===== src/rtl/alu_pkg.sv =====
// Shared types and constants for the execute-stage sequencer:
// opcode map, FSM state encoding and the decoded opcode class.
package alu_pkg;

  // Two-operand group, four opcode variants per operation
  localparam logic [7:0] OP_ADD_LO  = 8'h88;
  localparam logic [7:0] OP_ADD_HI  = 8'h8B;
  localparam logic [7:0] OP_SUB_LO  = 8'h8C;
  localparam logic [7:0] OP_SUB_HI  = 8'h8F;
  localparam logic [7:0] OP_MUL_LO  = 8'h90;
  localparam logic [7:0] OP_MUL_HI  = 8'h93;
  localparam logic [7:0] OP_LOG_LO  = 8'h94;  // and / or / xor
  localparam logic [7:0] OP_LOG_HI  = 8'h9F;

  // Bit set/clear group
  localparam logic [7:0] OP_BIT_LO  = 8'h60;
  localparam logic [7:0] OP_BIT_HI  = 8'h6F;

  // Single-operand group
  localparam logic [7:0] OP_DEC     = 8'h01;
  localparam logic [7:0] OP_INC     = 8'h02;
  localparam logic [7:0] OP_NOT     = 8'h03;
  localparam logic [7:0] OP_SETC    = 8'h04;
  localparam logic [7:0] OP_CLRC    = 8'h05;
  localparam logic [7:0] OP_RL      = 8'h06;
  localparam logic [7:0] OP_RR      = 8'h07;
  localparam logic [7:0] OP_RLC     = 8'h08;
  localparam logic [7:0] OP_RRC     = 8'h09;
  localparam logic [7:0] OP_SWAP    = 8'h0A;

  typedef enum logic [1:0] {
    IDLE = 2'd0,
    EXEC = 2'd1,
    WB_L = 2'd2,
    WB_H = 2'd3
  } state_e;

  typedef struct packed {
    logic legal;
    logic has_wb;
    logic is_mul;
    logic upd_c;
    logic upd_z;
    logic upd_s;
    logic force_c_val;
    logic force_c;
  } op_class_t;

  function automatic logic in_range(input logic [7:0] v,
                                    input logic [7:0] lo,
                                    input logic [7:0] hi);
    return (v >= lo) && (v <= hi);
  endfunction

endpackage


===== src/rtl/alu_exec_if.sv =====
// Request and writeback handshakes of the execute stage.
// master: issuing/consuming side; slave: the sequencer.
interface alu_exec_if #(parameter int DST_W = 4);

  logic             req_valid;
  logic             req_ready;
  logic [7:0]       req_op;
  logic [7:0]       req_a;
  logic [7:0]       req_b;
  logic [DST_W-1:0] req_dst;

  logic             wb_valid;
  logic             wb_ready;
  logic [DST_W-1:0] wb_addr;
  logic [7:0]       wb_data;

  modport master (
    output req_valid, req_op, req_a, req_b, req_dst, wb_ready,
    input  req_ready, wb_valid, wb_addr, wb_data
  );

  modport slave (
    input  req_valid, req_op, req_a, req_b, req_dst, wb_ready,
    output req_ready, wb_valid, wb_addr, wb_data
  );

endinterface


===== src/rtl/alu_exec_decode.sv =====
// Combinational opcode -> class decoder. Unknown opcodes decode to
// all-zero (illegal, no writeback, no flag effect).
module alu_exec_decode
  import alu_pkg::*;
(
  input  logic [7:0] op_i,
  output op_class_t  cls_o
);

  // Classify the opcode by range first, then by exact single-operand code
  always_comb begin
    cls_o = '0;
    if (in_range(op_i, OP_ADD_LO, OP_ADD_HI)) begin
      cls_o.legal  = 1'b1;
      cls_o.has_wb = 1'b1;
      cls_o.upd_c  = 1'b1;
      cls_o.upd_z  = 1'b1;
    end else if (in_range(op_i, OP_SUB_LO, OP_SUB_HI)) begin
      cls_o.legal  = 1'b1;
      cls_o.has_wb = 1'b1;
      cls_o.upd_z  = 1'b1;
      cls_o.upd_s  = 1'b1;
    end else if (in_range(op_i, OP_MUL_LO, OP_MUL_HI)) begin
      cls_o.legal  = 1'b1;
      cls_o.has_wb = 1'b1;
      cls_o.is_mul = 1'b1;
      cls_o.upd_z  = 1'b1;
    end else if (in_range(op_i, OP_LOG_LO, OP_LOG_HI) ||
                 in_range(op_i, OP_BIT_LO, OP_BIT_HI)) begin
      cls_o.legal  = 1'b1;
      cls_o.has_wb = 1'b1;
      cls_o.upd_z  = 1'b1;
    end else begin
      case (op_i)
        OP_DEC: begin
          cls_o.legal  = 1'b1;
          cls_o.has_wb = 1'b1;
          cls_o.upd_z  = 1'b1;
          cls_o.upd_s  = 1'b1;
        end
        OP_INC, OP_RLC, OP_RRC: begin
          cls_o.legal  = 1'b1;
          cls_o.has_wb = 1'b1;
          cls_o.upd_c  = 1'b1;
          cls_o.upd_z  = 1'b1;
        end
        OP_NOT, OP_RL, OP_RR, OP_SWAP: begin
          cls_o.legal  = 1'b1;
          cls_o.has_wb = 1'b1;
          cls_o.upd_z  = 1'b1;
        end
        OP_SETC: begin
          cls_o.legal       = 1'b1;
          cls_o.force_c     = 1'b1;
          cls_o.force_c_val = 1'b1;
        end
        OP_CLRC: begin
          cls_o.legal   = 1'b1;
          cls_o.force_c = 1'b1;
        end
        default: cls_o = '0;
      endcase
    end
  end

endmodule


===== src/rtl/alu_exec.sv =====
// Execute-stage sequencer: accepts a request, runs the ALU for one
// cycle, captures result and flags, then writes back to the regfile.
// Build option ALU_EXEC_MUL_HI_EN: multiply also writes the high byte
// to dst+1 (WB_H). Without it, multiply writes only the low byte.
//
// state | meaning
// IDLE  | ready for a request, ALU held in reset
// EXEC  | ALU enabled for exactly one cycle, results captured
// WB_L  | writeback of low result byte to dst
// WB_H  | writeback of high multiply byte to dst+1 (option only)
module alu_exec
  import alu_pkg::*;
#(
  parameter int DST_W = 4
) (
  input  logic       clk,
  input  logic       rst_n,
  alu_exec_if.slave  bus,
  output logic       alu_rst_o,
  output logic       alu_enable_o,
  output logic [7:0] alu_operation_o,
  output logic [7:0] alu_op1_o,
  output logic [7:0] alu_op2_o,
  output logic       alu_cpu_carry_o,
  input  logic [7:0] alu_result_l_i,
  input  logic [7:0] alu_result_h_i,
  input  logic       alu_carry_i,
  input  logic       alu_zero_i,
  input  logic       alu_sign_i,
  output logic       flag_c_o,
  output logic       flag_z_o,
  output logic       flag_s_o,
  output logic       err_o
);

  state_e           state_q;
  logic [7:0]       op_q, a_q, b_q;
  logic [DST_W-1:0] dst_q;
  logic             flag_c_q, flag_z_q, flag_s_q;
  logic             flag_c_d, flag_z_d, flag_s_d;
  logic             req_ready_q, wb_valid_q, err_q;
  logic             alu_enable_q, alu_rst_q;
  logic [DST_W-1:0] wb_addr_q;
  logic [7:0]       wb_data_q;
  logic             go_hi;
  op_class_t        cls;

  alu_exec_decode u_decode (
    .op_i  (op_q),
    .cls_o (cls)
  );

`ifdef ALU_EXEC_MUL_HI_EN
  logic [7:0] res_h_q;
  assign go_hi = cls.is_mul;
`else
  logic unused_hi;
  assign go_hi     = 1'b0;
  assign unused_hi = ^{alu_result_h_i, cls.is_mul};
`endif

  // Flag values to commit at the end of EXEC; illegal ops decode to no effect
  always_comb begin
    flag_c_d = flag_c_q;
    flag_z_d = flag_z_q;
    flag_s_d = flag_s_q;
    if (cls.force_c)     flag_c_d = cls.force_c_val;
    else if (cls.upd_c)  flag_c_d = alu_carry_i;
    if (cls.upd_z)       flag_z_d = alu_zero_i;
    if (cls.upd_s)       flag_s_d = alu_sign_i;
  end

  // Sequencer FSM with registered handshake, ALU control and flag outputs
  always_ff @(posedge clk) begin
    if (!rst_n) begin
      state_q      <= IDLE;
      op_q         <= '0;
      a_q          <= '0;
      b_q          <= '0;
      dst_q        <= '0;
      flag_c_q     <= 1'b0;
      flag_z_q     <= 1'b0;
      flag_s_q     <= 1'b0;
      req_ready_q  <= 1'b1;
      wb_valid_q   <= 1'b0;
      wb_addr_q    <= '0;
      wb_data_q    <= '0;
      err_q        <= 1'b0;
      alu_enable_q <= 1'b0;
      alu_rst_q    <= 1'b1;
`ifdef ALU_EXEC_MUL_HI_EN
      res_h_q      <= '0;
`endif
    end else begin
      err_q <= 1'b0;
      case (state_q)
        IDLE: begin
          if (bus.req_valid) begin
            op_q         <= bus.req_op;
            a_q          <= bus.req_a;
            b_q          <= bus.req_b;
            dst_q        <= bus.req_dst;
            req_ready_q  <= 1'b0;
            alu_enable_q <= 1'b1;
            alu_rst_q    <= 1'b0;
            state_q      <= EXEC;
          end
        end
        EXEC: begin
          alu_enable_q <= 1'b0;
          alu_rst_q    <= 1'b1;
          flag_c_q     <= flag_c_d;
          flag_z_q     <= flag_z_d;
          flag_s_q     <= flag_s_d;
`ifdef ALU_EXEC_MUL_HI_EN
          res_h_q      <= alu_result_h_i;
`endif
          if (!cls.legal) begin
            err_q       <= 1'b1;
            req_ready_q <= 1'b1;
            state_q     <= IDLE;
          end else if (cls.has_wb) begin
            wb_valid_q <= 1'b1;
            wb_addr_q  <= dst_q;
            wb_data_q  <= alu_result_l_i;
            state_q    <= WB_L;
          end else begin
            req_ready_q <= 1'b1;
            state_q     <= IDLE;
          end
        end
        WB_L: begin
          if (bus.wb_ready) begin
            if (go_hi) begin
`ifdef ALU_EXEC_MUL_HI_EN
              wb_addr_q <= dst_q + DST_W'(1);
              wb_data_q <= res_h_q;
`endif
              state_q   <= WB_H;
            end else begin
              wb_valid_q  <= 1'b0;
              req_ready_q <= 1'b1;
              state_q     <= IDLE;
            end
          end
        end
`ifdef ALU_EXEC_MUL_HI_EN
        WB_H: begin
          if (bus.wb_ready) begin
            wb_valid_q  <= 1'b0;
            req_ready_q <= 1'b1;
            state_q     <= IDLE;
          end
        end
`endif
        default: begin
          wb_valid_q   <= 1'b0;
          req_ready_q  <= 1'b1;
          alu_enable_q <= 1'b0;
          alu_rst_q    <= 1'b1;
          state_q      <= IDLE;
        end
      endcase
    end
  end

  assign bus.req_ready   = req_ready_q;
  assign bus.wb_valid    = wb_valid_q;
  assign bus.wb_addr     = wb_addr_q;
  assign bus.wb_data     = wb_data_q;
  assign alu_rst_o       = alu_rst_q;
  assign alu_enable_o    = alu_enable_q;
  assign alu_operation_o = op_q;
  assign alu_op1_o       = a_q;
  assign alu_op2_o       = b_q;
  assign alu_cpu_carry_o = flag_c_q;
  assign flag_c_o        = flag_c_q;
  assign flag_z_o        = flag_z_q;
  assign flag_s_o        = flag_s_q;
  assign err_o           = err_q;

endmodule

===== src/flat_wrapper.sv =====
// flat-port wrapper written by rule: the top's interface ports become plain ports
module alu_exec_flat import alu_pkg::*;
#(
  parameter int DST_W = 4
)
  (clk, rst_n, alu_rst_o, alu_enable_o, alu_operation_o, alu_op1_o, alu_op2_o, alu_cpu_carry_o, alu_result_l_i, alu_result_h_i, alu_carry_i, alu_zero_i, alu_sign_i, flag_c_o, flag_z_o, flag_s_o, err_o, bus_req_valid, bus_req_op, bus_req_a, bus_req_b, bus_req_dst, bus_wb_ready, bus_req_ready, bus_wb_valid, bus_wb_addr, bus_wb_data);
  alu_exec_if #(.DST_W(DST_W)) bus_i ();
  input  logic clk;
  input  logic rst_n;
  output logic alu_rst_o;
  output logic alu_enable_o;
  output logic [7:0] alu_operation_o;
  output logic [7:0] alu_op1_o;
  output logic [7:0] alu_op2_o;
  output logic alu_cpu_carry_o;
  input  logic [7:0] alu_result_l_i;
  input  logic [7:0] alu_result_h_i;
  input  logic alu_carry_i;
  input  logic alu_zero_i;
  input  logic alu_sign_i;
  output logic flag_c_o;
  output logic flag_z_o;
  output logic flag_s_o;
  output logic err_o;
  input wire logic [$bits(bus_i.req_valid)-1:0] bus_req_valid;
  input wire logic [$bits(bus_i.req_op)-1:0] bus_req_op;
  input wire logic [$bits(bus_i.req_a)-1:0] bus_req_a;
  input wire logic [$bits(bus_i.req_b)-1:0] bus_req_b;
  input wire logic [$bits(bus_i.req_dst)-1:0] bus_req_dst;
  input wire logic [$bits(bus_i.wb_ready)-1:0] bus_wb_ready;
  output wire logic [$bits(bus_i.req_ready)-1:0] bus_req_ready;
  output wire logic [$bits(bus_i.wb_valid)-1:0] bus_wb_valid;
  output wire logic [$bits(bus_i.wb_addr)-1:0] bus_wb_addr;
  output wire logic [$bits(bus_i.wb_data)-1:0] bus_wb_data;
  assign bus_i.req_valid = bus_req_valid;
  assign bus_i.req_op = bus_req_op;
  assign bus_i.req_a = bus_req_a;
  assign bus_i.req_b = bus_req_b;
  assign bus_i.req_dst = bus_req_dst;
  assign bus_i.wb_ready = bus_wb_ready;
  assign bus_req_ready = bus_i.req_ready;
  assign bus_wb_valid = bus_i.wb_valid;
  assign bus_wb_addr = bus_i.wb_addr;
  assign bus_wb_data = bus_i.wb_data;
  alu_exec #(.DST_W(DST_W)) u_core (.clk(clk), .rst_n(rst_n), .bus(bus_i), .alu_rst_o(alu_rst_o), .alu_enable_o(alu_enable_o), .alu_operation_o(alu_operation_o), .alu_op1_o(alu_op1_o), .alu_op2_o(alu_op2_o), .alu_cpu_carry_o(alu_cpu_carry_o), .alu_result_l_i(alu_result_l_i), .alu_result_h_i(alu_result_h_i), .alu_carry_i(alu_carry_i), .alu_zero_i(alu_zero_i), .alu_sign_i(alu_sign_i), .flag_c_o(flag_c_o), .flag_z_o(flag_z_o), .flag_s_o(flag_s_o), .err_o(err_o));
endmodule

===== config.mk =====
export PLATFORM = sky130hd
export DESIGN_NAME = alu_exec_flat
export DESIGN_NICKNAME = d
export VERILOG_FILES = /design/src/rtl/alu_pkg.sv /design/src/rtl/alu_exec_if.sv /design/src/rtl/alu_exec_decode.sv /design/src/rtl/alu_exec.sv /design/src/flat_wrapper.sv
export SDC_FILE = /design/constraint.sdc
export NUM_CORES = 1
export LEC_CHECK = 0
export BUFFER_PORTS_ARGS = -buffer_cell sky130_fd_sc_hd__clkbuf_2
export CAP_MARGIN = 10
export CORE_AREA = 8 8 77 79
export DETAILED_ROUTE_END_ITERATION = 10
export DIE_AREA = 0 0 85 87
export PLACE_DENSITY = 0.77
export SETUP_SLACK_MARGIN = 0.2
export SLEW_MARGIN = 0
export SYNTH_ARGS = -nofsm -noshare
export SYNTH_HDL_FRONTEND = slang
export SYNTH_SLANG_ARGS = --single-unit

===== constraint.sdc =====
create_clock -name clk -period 2.82 [get_ports clk]
set_clock_uncertainty 0.2 [all_clocks]
set_input_delay 0.564 -clock clk [delete_from_list [all_inputs] [get_ports clk]]
set_output_delay 0.564 -clock clk [all_outputs]
set_load 0.01 [all_outputs]

==> results.yml <==
clock_tree:
  cts_setup_buffers: 0
  cts-buffers-inserted: 5
  cts_buffer_depth: 2
  h-tree-depth: 2
  postCtsResizedCells: 0
  cts_root_buffer: "clkbuf_8"
  path_clk_slew_ns: 0.09
  cts_tree: "built"
  clkSinkCount: 50
  clk_latency_ns: 0.29
  hold_buffers: 0
pwr:
  power.total_mw: 1.38
  p_sw_frac: 0.267
  p_sw_mw: 0.370
  p_leak_nw: 1.18
  power.internal_mw: 1.01
  combPwrFrac: 0.155
  clkPwrFrac: 0.285
  max-vdd-ir-drop_mv: 0.221
  power_frac_seq: 0.560
  p_per_area_nw_per_um2: 525
grt:
  grt.total_usage: 0.135
  first_global_vias: 1796
  grt_first_pass_wirelength_um: 8130
  grt_max_degree: 30
  grt-ovfl-total: 0
  antenna_found_initial: 0
placement:
  place_inst: 372
  dpl_cell_area_um2: 2550
  post-dp-hpwl_um: 3750
  dp_slack_ns: 0.575
  routabilityCongestion: 0.837
  portBuffers: 87
sta:
  post-route-period-util: 0.803
  whs_ns: 0.259
  slew_violations: 0
  worstMarginPinSlew_ns: 0.523
  setup_viol: 0
  setup_tns_ns: 0
  fin_ws_ns: 0.555
  fin_crit_ns: 2.27
  maxSlewHeadroom: 0.651
  finalHoldViolCount: 0
  rsz0062_at_grt: "false"
  max_freq_mhz: 442
layout:
  fin_nets: 374
  fillerInstances: 462
  area_growth_pct: 25.4
  utilization: 0.543
  finish.instance_area_um2: 2630
  final_layout_size_suffix_gt1_frac: 0.322
  stdcell_count: 379
  n_antenna_cell: 0
synth:
  synth_ff_type: "dfxtp_1"
  syn_nets: 290
  ys_ff_latch: 50
  yosys_warnings: 0
  ys_types: 41
  synth-edff-count: 0
  avgSynthCellArea_um2: 8.78
  syn_area_um2: 2100
  ys_seq_area_frac: 0.477
  async_flop_share: 0
  synthCells: 239
run_status:
  status: "finished, final reports clean"
floorplan:
  boundaryPins: 96
  die_area_um2: 7400
  die_y_um: 87
  rows: 26
  die_w_um: 85
  floorplan.initialDensity: 0.433
  core_area_um2: 4850
worst_setup_path:
  path_max_fanout: 15
  crit_type: "reg -> reg"
  cp_data_required_time_ns: 2.85
  end_kind: "flip-flop"
  crit_arrival_ns: 2.29
  startpoint_type: "flip-flop"
run:
  max-cap-violations: 0
route:
  ant_nets: 0
  drt_iter0_drc: 79
  viasPerCell: 4.86
  drc: 0
  firstDrtPassIters: 4
  routed-via-count: 1842
  wl_per_cell_um: 13.3
  wl_um: 5040
worst_hold_path:
  min_path_type: "reg -> reg"
[flip-flops by register name, summed over array words and instances, names as in the netlist, 2 cells and up]
register                flops
u_core.state_q              2
u_core.alu_operation_o      8
u_core.alu_op1_o            8
u_core.dst_q                4
u_core.alu_op2_o            8
u_core.bus.wb_data          8
u_core.bus.wb_addr          4
[Yosys cell counts, drive strengths merged, types with 2 or more instances]
cell         count  area (µm²)
dlygate4sd1      3        26.3
nor3             2        15.0
nand2b           4        25.0
nor2             3        11.3
nand2           86         323
o21a             2        15.0
a21oi            5        28.8
a21boi          29         218
clkbuf           7        26.3
inv              2        7.51
buf              5        33.8
nand3            2        10.0
nor2b            3        18.8
o22ai            2        12.5
dfxtp           50        1000
mux2i           14         140
[power groups by stage]
stage | Clock [mW] | Combinational [mW] | Sequential [mW]
2_1_floorplan | 0 | 0.118 | 0.800
5_1_grt | 0.441 | 0.238 | 0.781
3_3_place_gp | 0 | 0.214 | 0.789
6_report | 0.394 | 0.215 | 0.775
4_1_cts | 0.414 | 0.219 | 0.774
3_5_place_dp | 0 | 0.218 | 0.790
[logic make-up after synthesis]
group,after synthesis,share of synthesized area
multiplexers,14,0.0667
AND/OR/NAND/NOR,111,0.235
flip-flops,50,0.477
AO/OA/AOI/OAI,46,0.170
buffers and inverters,18,0.0507
[worst paths after layout]
| check | startpoint | to | slack (ns) | depth (start not counted) |
|---|---|---|---|---|
| max | u_core.alu_operation_o[7]$_SDFFE_PN0P_ | u_core.bus.wb_addr[0]$_SDFFE_PN0P_ | 0.55 | 6 |
| min reg2reg | u_core.alu_op2_o[1]$_SDFFE_PN0P_ | u_core.alu_op2_o[1]$_SDFFE_PN0P_ | 0.26 | 2 |
| min | u_core.alu_op2_o[1]$_SDFFE_PN0P_ | u_core.alu_op2_o[1]$_SDFFE_PN0P_ | 0.26 | 2 |
| max reg2reg | u_core.alu_operation_o[7]$_SDFFE_PN0P_ | u_core.bus.wb_addr[0]$_SDFFE_PN0P_ | 0.55 | 6 |
[layout make-up]
class / count / area [µm²] / area share
Sequential cell: 50 / 1000 / 0.380
Timing Repair Buffer: 93 / 480 / 0.182
Clock buffer: 6 / 72.6 / 0.0276
Clock inverter: 1 / 7.51 / 0.00285
Tap cell: 56 / 70.1 / 0.0266
Inverter: 2 / 7.51 / 0.00285
Multi-Input combinational cell: 171 / 995 / 0.378
[placed cells by master, fill, tap and decap left out, types with 3 or more instances in the layout]
cell type	n
a21boi_1	5
dfxtp_1	50
clkbuf_8	5
nand2_1	86
nor2b_1	3
a21boi_0	24
mux2i_1	14
nand2b_1	4
clkbuf_2	87
a21oi_1	4
buf_4	6
[worst max-delay path, stage by stage (launching register included)]
cell and delay [ns]:
dfxtp_1 0.52, nand3_1 0.15, o31a_1 0.26, or4_1 0.46
o41ai_4 0.07, buf_4 0.31, mux2i_1 0.22
[layer usage]
layer,vias to the layer above,part of all wire,global-route usage
met4,0,0.013,0.0502
met2,39,0.51,0.241
li1,952,-,-
met1,845,0.42,0.141
met3,6,0.062,0.0491
met5,-,0,0
Note: power is estimated with default switching activity, not from simulation.
